### src/rtl/audio_prbs_tx.sv
// rtl/audio_prbs_tx.sv - PRBS/ramp/constant 12-bit test sample transmitter with delayed reference copy
// Optional corruption of every ERR_PERIOD-th sample: define AUDIO_PRBS_ERR_INJECT_EN.
module audio_prbs_tx #(
  parameter int          WIDTH      = 12,
  parameter logic [14:0] SEED       = 15'h0001,
  parameter int          REF_DELAY  = 4,
  parameter int          ERR_PERIOD = 16
) (
  input  logic             CLK,
  input  logic             reset,
  input  logic             start,
  input  logic [1:0]       mode,
  input  logic [15:0]      div,
  input  logic [15:0]      burst_len,
  input  logic             ready,
  output logic [WIDTH-1:0] sample,
  output logic             valid,
  output logic [WIDTH-1:0] ref_sample,
  output logic             ref_valid,
  output logic             busy,
  output logic             done,
  output logic [15:0]      count
);

  typedef enum logic [1:0] {
    S_IDLE    = 2'd0,
    S_WAIT    = 2'd1,
    S_PRESENT = 2'd2,
    S_DONE    = 2'd3
  } state_t;

  localparam logic [14:0]      SeedEff  = (SEED == 15'd0) ? 15'd1 : SEED;
  localparam logic [WIDTH-1:0] ConstVal = WIDTH'(12'hA5A);

  state_t           state_q, state_d;
  logic [1:0]       mode_q, mode_d;
  logic [15:0]      div_q, div_d;
  logic [15:0]      blen_q, blen_d;
  logic [15:0]      divcnt_q, divcnt_d;
  logic [14:0]      lfsr_q, lfsr_d;
  logic [WIDTH-1:0] ramp_q, ramp_d;
  logic [15:0]      count_q, count_d;
  logic [WIDTH-1:0] ref_data_q [REF_DELAY];
  logic [WIDTH-1:0] ref_data_d [REF_DELAY];
  logic [REF_DELAY-1:0] ref_vld_q, ref_vld_d;

  logic             start_ok;
  logic             hs;
  logic [15:0]      count_inc;
  logic             last_hs;
  logic [WIDTH-1:0] gen_val;
  logic [WIDTH-1:0] err_mask;

  // start is honoured only when no burst is in flight
  assign start_ok  = start && ((state_q == S_IDLE) || (state_q == S_DONE));
  assign hs        = (state_q == S_PRESENT) && ready;
  assign count_inc = count_q + 16'd1;
  assign last_hs   = (blen_q != 16'd0) && (count_inc == blen_q);

  always_comb begin
    gen_val = lfsr_q[WIDTH-1:0];
    case (mode_q)
      2'b01:   gen_val = ramp_q;
      2'b10:   gen_val = ConstVal;
      default: gen_val = lfsr_q[WIDTH-1:0];
    endcase
  end

`ifdef AUDIO_PRBS_ERR_INJECT_EN
  logic [15:0] err_cnt_q, err_cnt_d;
  logic        err_hit;

  // err_cnt_q counts accepted samples modulo ERR_PERIOD; the one that completes a period is corrupted
  assign err_hit = (state_q == S_PRESENT) && (err_cnt_q == 16'(ERR_PERIOD - 1));

  always_comb begin
    err_cnt_d = err_cnt_q;
    if (start_ok) begin
      err_cnt_d = 16'd0;
    end else if (hs) begin
      err_cnt_d = (err_cnt_q == 16'(ERR_PERIOD - 1)) ? 16'd0 : err_cnt_q + 16'd1;
    end
  end

  always_ff @(posedge CLK or posedge reset) begin
    if (reset) begin
      err_cnt_q <= 16'd0;
    end else begin
      err_cnt_q <= err_cnt_d;
    end
  end

  assign err_mask = {{(WIDTH-1){1'b0}}, err_hit};
`else
  logic unused_err_period;
  assign unused_err_period = ERR_PERIOD[0];
  assign err_mask          = '0;
`endif

  // state register
  always_ff @(posedge CLK or posedge reset) begin
    if (reset) begin
      state_q <= S_IDLE;
    end else begin
      state_q <= state_d;
    end
  end

  // next-state logic
  always_comb begin
    state_d = state_q;
    case (state_q)
      S_IDLE:    if (start_ok) state_d = S_WAIT;
      S_WAIT:    if (divcnt_q == 16'd0) state_d = S_PRESENT;
      S_PRESENT: if (hs) state_d = last_hs ? S_DONE : S_WAIT;
      S_DONE:    if (start_ok) state_d = S_WAIT;
      default:   state_d = S_IDLE;
    endcase
  end

  // output logic
  always_comb begin
    valid      = (state_q == S_PRESENT);
    busy       = (state_q == S_WAIT) || (state_q == S_PRESENT);
    done       = (state_q == S_DONE);
    sample     = valid ? (gen_val ^ err_mask) : '0;
    count      = count_q;
    ref_valid  = ref_vld_q[REF_DELAY-1];
    ref_sample = ref_data_q[REF_DELAY-1];
  end

  always_comb begin
    mode_d   = mode_q;
    div_d    = div_q;
    blen_d   = blen_q;
    divcnt_d = divcnt_q;
    lfsr_d   = lfsr_q;
    ramp_d   = ramp_q;
    count_d  = count_q;
    if (start_ok) begin
      mode_d   = mode;
      div_d    = div;
      blen_d   = burst_len;
      divcnt_d = div;
      lfsr_d   = SeedEff;
      ramp_d   = '0;
      count_d  = 16'd0;
    end else if (hs) begin
      count_d  = count_inc;
      lfsr_d   = {lfsr_q[13:0], lfsr_q[14] ^ lfsr_q[13]};
      ramp_d   = ramp_q + 1'b1;
      divcnt_d = div_q;
    end else if ((state_q == S_WAIT) && (divcnt_q != 16'd0)) begin
      divcnt_d = divcnt_q - 16'd1;
    end
  end

  // reference delay line carries the uncorrupted accepted value
  always_comb begin
    ref_vld_d[0]  = hs;
    ref_data_d[0] = hs ? gen_val : '0;
    for (int i = 1; i < REF_DELAY; i++) begin
      ref_vld_d[i]  = ref_vld_q[i-1];
      ref_data_d[i] = ref_data_q[i-1];
    end
  end

  always_ff @(posedge CLK or posedge reset) begin
    if (reset) begin
      mode_q    <= 2'b00;
      div_q     <= 16'd0;
      blen_q    <= 16'd0;
      divcnt_q  <= 16'd0;
      lfsr_q    <= SeedEff;
      ramp_q    <= '0;
      count_q   <= 16'd0;
      ref_vld_q <= '0;
      for (int i = 0; i < REF_DELAY; i++) begin
        ref_data_q[i] <= '0;
      end
    end else begin
      mode_q    <= mode_d;
      div_q     <= div_d;
      blen_q    <= blen_d;
      divcnt_q  <= divcnt_d;
      lfsr_q    <= lfsr_d;
      ramp_q    <= ramp_d;
      count_q   <= count_d;
      ref_vld_q <= ref_vld_d;
      for (int i = 0; i < REF_DELAY; i++) begin
        ref_data_q[i] <= ref_data_d[i];
      end
    end
  end

endmodule

### config.mk
export PLATFORM = sky130hd
export DESIGN_NAME = audio_prbs_tx
export DESIGN_NICKNAME = d
export VERILOG_FILES = /design/src/rtl/audio_prbs_tx.sv
export SDC_FILE = /design/constraint.sdc
export NUM_CORES = 1
export LEC_CHECK = 0
export ABC_CLOCK_PERIOD_IN_PS = 8600
export CORE_MARGIN = 10
export CORE_UTILIZATION = 50
export DETAILED_ROUTE_END_ITERATION = 8
export PLACE_DENSITY_LB_ADDON = 0.3
export SYNTH_ARGS = -nofsm -noshare
export SYNTH_HDL_FRONTEND = slang
export SYNTH_SLANG_ARGS = --single-unit
### constraint.sdc
create_clock -name CLK -period 8.6 [get_ports CLK]
set_input_delay 0.86 -clock CLK [delete_from_list [all_inputs] [get_ports CLK]]
set_output_delay 0.86 -clock CLK [all_outputs]
set_load 0.05 [all_outputs]
==> results of run 1 <==
## how the worst max path moves through the flow
stage	end
final	sample[3]
after global routing	sample[3]
after CTS	sample[3]
after detailed placement	divcnt_q[3]
after global placement	divcnt_q[3]
after floorplan	blen_q[0]
## final cells by class
class | instances | share of cell area
Tap cell | 176 | 0.02711
Inverter | 14 | 0.007086
Multi-Input combinational cell | 500 | 0.3412
Clock buffer | 17 | 0.05237
Sequential cell | 147 | 0.4530
Clock inverter | 14 | 0.01479
Timing Repair Buffer | 86 | 0.1044
## power groups by stage
stage          sequential [W]  combinational, W  clock (W)
3_5_place_dp          0.00101          0.000896          0
6_report             0.000998          0.000897   0.000680
4_1_cts              0.000996          0.000900   0.000695
2_1_floorplan        0.000992          0.000654          0
5_1_grt               0.00102          0.000994   0.000728
3_3_place_gp         0.000996          0.000867          0
## logic make-up after synthesis
family	synth area share
AOI/OAI and AO/OA	0.1116
xor gates and xnor gates	0.06047
adders and majority gates	0.01878
buffers and inverters	0.03192
DFF	0.5523
muxes	0.001502
and+or+nand+nor	0.2235
## through the flow
step                total power (W)  utilization  area [sq um]
floorplan                  0.001646            -          6663
global placement           0.001864       0.5768          7577
detailed placement         0.001903       0.5768          7577
CTS                        0.002592       0.6183          8123
global route               0.002739       0.6183          8123
finish                     0.002575       0.6183          8123
## state kept, by name, indices dropped and copies added (netlist names)
name	flops
ref_vld_q	4
div_q	16
divcnt_q	16
count	16
mode_q	2
ref_data_d	36
blen_q	16
ref_sample	12
state_q	2
lfsr_q	15
ramp_q	12
## cell usage in the layout (no fill, tap or decap), drive strengths merged, types with 21 or more instances in the layout
| master | Yosys | layout |
|---|---|---|
| o21ai | 28 | 28 |
| clkdlybuf4s50 | 0 | 81 |
| nor2 | 45 | 45 |
| dfrtp | 146 | 146 |
| xor2 | 25 | 25 |
| a21oi | 40 | 40 |
| nand2 | 180 | 180 |
| xnor2 | 21 | 21 |
| inv | 14 | 22 |
## routing by layer
| metal | up-vias | GRT usage | part of all wire |
|---|---|---|---|
| met3 | 27 | 0.04525 | 0.064 |
| li1 | 2521 | - | - |
| met2 | 171 | 0.2800 | 0.49 |
| met5 | - | 0 | 0 |
| met1 | 2605 | 0.2170 | 0.43 |
| met4 | 0 | 0.06041 | 0.016 |
## worst register-to-register path, cell delays in order, from the launching register on
cell and delay (ns):
dfrtp_1 0.44, or4_4 0.61, o41ai_4 0.67, nand3_1 0.71, nand4_1 0.35, o211ai_1 0.12
a21oi_1 0.20
==> impl_results.md, run 1 <==
* Vias per inst at 5.581
* DPL Wire Length at 10610 microns
* TritonRoute pass-1 iters at 5
* Worst Hold Class: reg -> reg
* # rows at 42
* CP Depth at 5
* Post-Place Setup Slack at 5.038 ns
* Die Area at roughly 18000 sq um
* Part of the power in registers at 0.388
* Antenna Nets Post-Route at 0
* Drt drc at 0
* Rel. slew slack at 0.3373
* Crit path required time at 7.74 ns
* Clk_lat worst skew at roughly 0.43 ns
* Status: finished clean
* Maxcap violations at 0
* Setup TNS at 0 ns
* Dpl cells at 923
* Initial Util at 0.5071
* Reg2reg end: divcnt_q[3]
* Share of the synthesized area in the top cell type at 0.5484
* Gpl congestion at roughly 0.91
* Worst-margin pin slew at 0.9940 ns
* Slowest CP cell: clkdlybuf4s50_1
* Reg2Reg Setup Slack at ~5.4 ns
* WL per Instance at 16.14 microns
* Register area at 3680 sq um
* Num CTS Buffers at 17
* Wirelength, routed at 15390 microns
* Layout Cells excl Fill at 954
* Crit path launch: state_q[0]
* # Post-CTS Setup Buffers at 0
* Leakage at about 3.6 nW
* CTS tree: done
* Root buf cell: clkbuf_16
* Main area contributors after synthesis: dfrtp_1 (55%), nand2_1 (10%), xor2_1 (3.3%), a21oi_1 (3.0%), xnor2_1 (2.8%)
* Core area at 13140 sq um
* Fmax at between 200 and 300 MHz
* Slew Viols, Final at 0
* Vias in the first global route at 5140
* Yosys warns at 0
* Initial DRC Count at 574
* Syn_nets at 750
* Largest net degree at the start of global routing at 80
* Crit-path max FO at 22
* Clock power share at 0.264
* Net Sw Frac at 0.4016
* Critical Setup Path Class: reg -> out
* Share of layout cells above drive strength 1 at 0.06298
* Fin. Hold Viols at 0
* Seq cells post-synth at 147
* CP top delay family: buffers and inverters
* Post-synth top flop: dfrtp_1
* Final Setup Violations at 0
* Ys async rst share at 1.000
* Cell Area, Synth at 6663 sq um
* Post-synth cell types at 52
* H-tree lvl count at 4
* Switching pwr at 0.001034 W
* DIE HEIGHT at 135.4 microns
* Worst Hold Launch: ref_data_d[33]
* Vias at 5324
* Post-synth top area cell: dfrtp_1
* Port bufs at 81
* Comb power frac at 0.348
* Crit-path cells: inv_1 > ha_1 > o21ai_0 > a21oi_1 > clkdlybuf4s50_1
* Most common library cells after synthesis: nand2_1 (180), dfrtp_1 (146), nor2_1 (45), a21oi_1 (40), clkbuf_1 (30)
* Clk slew on worst S/H paths at 0.06 ns
* Clk_skew at 0.009269 ns
* Die W at 135.4 microns
* Count leader, synth: nand2_1
* Clock tree buffer depth at 2
* Remaining Overflow, GRT at 0
* Area occupied by multi-input gates at 2771 sq um
* Setup WS post-layout at 4.961 ns
* Ant diodes at 0
* VDD IR max at 0.0001705 V
* I/O pin cnt at 82
* Post-synth EDFFs at 0
* Worst EP arrival at 2.78 ns
* Tcrit/Tclk final at 0.4231
* Initial antenna violation count at 0
* Fill cells at approximately 1100
* CP peak stage delay at approximately 0.86 ns
* CTS sink count at 147
* Internal Pwr Total at 0.001541 W
* R2R depth at 6
* Power per Cell Area at 317.0 nW/um^2
* Final nets at 814
* Layout area overhead at 21.92%
* Cells after synthesis at roughly 700
* Worst hold path stage count at 0
* Critical path launch point type: flop
* CP endpoint kind: output port
* Buf/Inv on CP at 2
* Fin Hold WS at between 0.3 and 0.4 ns
* RR Startpoint: divcnt_q[2]
* GRT Util Overall at 0.1720
* RSZ-0062 raised after global routing: no
* Hold-fix buffers, CTS at 0
* Synthesized area per cell at 9.491 sq um
* Post-synthesis sequential area ratio at 0.5523
* Hold worst-path end: ref_data_d[21]
* Min Tclk post-route at around 3.6 ns
* Post-CTS sizing at 0
* First-pass GRT wire length at 25500 microns
(Power assumes the default switching activity.)
==> run 2: changes to the inputs <==
- ABC_CLOCK_PERIOD_IN_PS: 8600 -> 3700
- clock period: 8.6 -> 3.7 ns (I/O delays scaled with it)
==> run 2 against run 1 <==
Flip-flop and latch count did not move. Clock-buffer cell count is 3 higher. Total power rose by 140%. Clock power is 140% higher. Non-clock buffer count up 4. Wire length down 2.0%. Register-to-register slack got worse by 4.4 ns. Critical path depth unchanged. Sequential share of layout area is 0.34 points lower.
==> impl_results.md, run 2 (synthesis results as in run 1) <==
* Register area at between 3000 and 4000 sq um
* Maxcap violations at 0
* Critical path launch point type: flop
* Critical Setup Path Class: reg -> out
* Clk_skew at 0.009168 ns
* Reg2reg end: count[9]
* Drt drc at 0
* Vias per inst at 5.477
* Vias at 5247
* Clk slew on worst S/H paths at ~0.060 ns
* Setup WS post-layout at 0.5896 ns
* Crit path required time at about 3.3 ns
* Fmax at 321.5 MHz
* Crit-path max FO at 22
* Setup TNS at 0 ns
* Final nets at between 800 and 900
* Fill cells at about 1100
* RSZ-0062 raised after global routing: no
* Root buf cell: clkbuf_16
* Die W at 135.4 microns
* Worst-margin pin slew at around 0.73 ns
* RR Startpoint: state_q[0]
* Antenna Nets Post-Route at 0
* H-tree lvl count at 4
* I/O pin cnt at 82
* DIE HEIGHT at 135.4 microns
* Total power at 0.006054 W
* DPL Wire Length at 10510 microns
* First-pass GRT wire length at 25470 microns
* Area occupied by multi-input gates at 2771 sq um
* Worst Hold Class: reg -> reg
* Initial Util at 0.5071
* Clock tree buffer depth at 2
* # Post-CTS Setup Buffers at 0
* Post-Place Setup Slack at 1.047 ns
* Worst Hold Launch: ref_vld_q[0]
* R2R depth at 8
* Leakage at 3.660 nW
* Post-CTS sizing at 0
* Rel. slew slack at 0.5092
* Hold worst-path end: ref_vld_q[1]
* Port bufs at 81
* VDD IR max at roughly 0.00037 V
* CTS sink count at 147
* Final Setup Violations at 0
* Slew Viols, Final at 0
* Die Area at 18340 sq um
* Initial DRC Count at 403
* GRT Util Overall at 0.1709
* TritonRoute pass-1 iters at 5
* Initial antenna violation count at 0
* # rows at 42
* Tcrit/Tclk final at 0.8406
* Vias in the first global route at 5192
* Ant diodes at 0
* Worst hold path stage count at 0
* CP endpoint kind: output port
* Largest net degree at the start of global routing at 148
* Reg2Reg Setup Slack at 1.03 ns
* Share of layout cells above drive strength 1 at 0.06394
* Final Util at 0.6230
* WL per Instance at about 16 microns
* Core area at 13140 sq um
* Min Tclk post-route at roughly 3.1 ns
* Status: finished clean
* Fin Hold WS at 0.3463 ns
* Worst EP arrival at 2.74 ns
* Layout area overhead at 22.84%
* Max reg flops at 36
* Wirelength, routed at 15080 microns
* Commonest cells after routing, fill and taps aside: nand2_1 (180), dfrtp_1 (146), clkdlybuf4s50_1 (81), nor2_1 (45), a21oi_1 (40)
* CTS tree: done
* Hold-fix buffers, CTS at 0
* Power per Cell Area at 739.7 nW/um^2
* Fin. Hold Viols at 0
* Gpl congestion at between 0.9 and 1
* Most common cell after layout, fill and taps aside: nand2_1
* Num CTS Buffers at 17
* Remaining Overflow, GRT at 0
* Clk_lat worst skew at 0.42 ns
==> run 2: worst max path at each step <==
stage / end / slack (ns) / cells past startpoint / start
2_1_floorplan: state_q[1] / 1.07 / 7 / count[0]
3_3_place_gp: sample[11] / 1.12 / 5 / state_q[0]
3_5_place_dp: sample[1] / 1.05 / 5 / state_q[0]
4_1_cts: sample[1] / 0.60 / 5 / state_q[0]
5_1_grt: sample[9] / 0.38 / 5 / state_q[0]
6_report: sample[1] / 0.59 / 5 / state_q[0]
==> run 2: cell type report <==
class                      instances  share of cell area
timing repair buffer              90              0.1089
sequential                       147              0.4496
multi-input combinational        500              0.3386
tap                              176             0.02691
inverter                          14            0.006880
clock inverter                    11             0.01575
clock buffer                      20             0.05336
==> run 2: power breakdown <==
group | switching [W] | internal [W]
clock network | 0.000650 | 0.000993
logic | 0.00135 | 0.000752
registers | 0.000331 | 0.00198
total | 0.00233 | 0.00372
==> run 2: metal layers <==
metal	up-vias	GRT usage	wire length [microns]
li1	2538	-	-
met1	2544	0.2222	6818
met2	148	0.2732	7264
met3	17	0.04488	811
met4	0	0.05443	187
met5	-	0	0
==> run 2: critical path, cell delays in order, from the launching register on <==
cell	delay (ns)
dfrtp_1	0.43
inv_1	0.08
ha_1	0.52
o21ai_0	0.18
a21oi_1	0.26
clkdlybuf4s50_1	0.86
==> run 2: through the flow <==
| stage | cell area (sq um) | instances |
|---|---|---|
| 3_3_place_gp | 7619 | 927 |
| 2_1_floorplan | 6666 | 702 |
| 4_1_cts | 8184 | 958 |
| 3_5_place_dp | 7619 | 927 |
| 5_1_grt | 8184 | 958 |
| 6_report | 8184 | 958 |
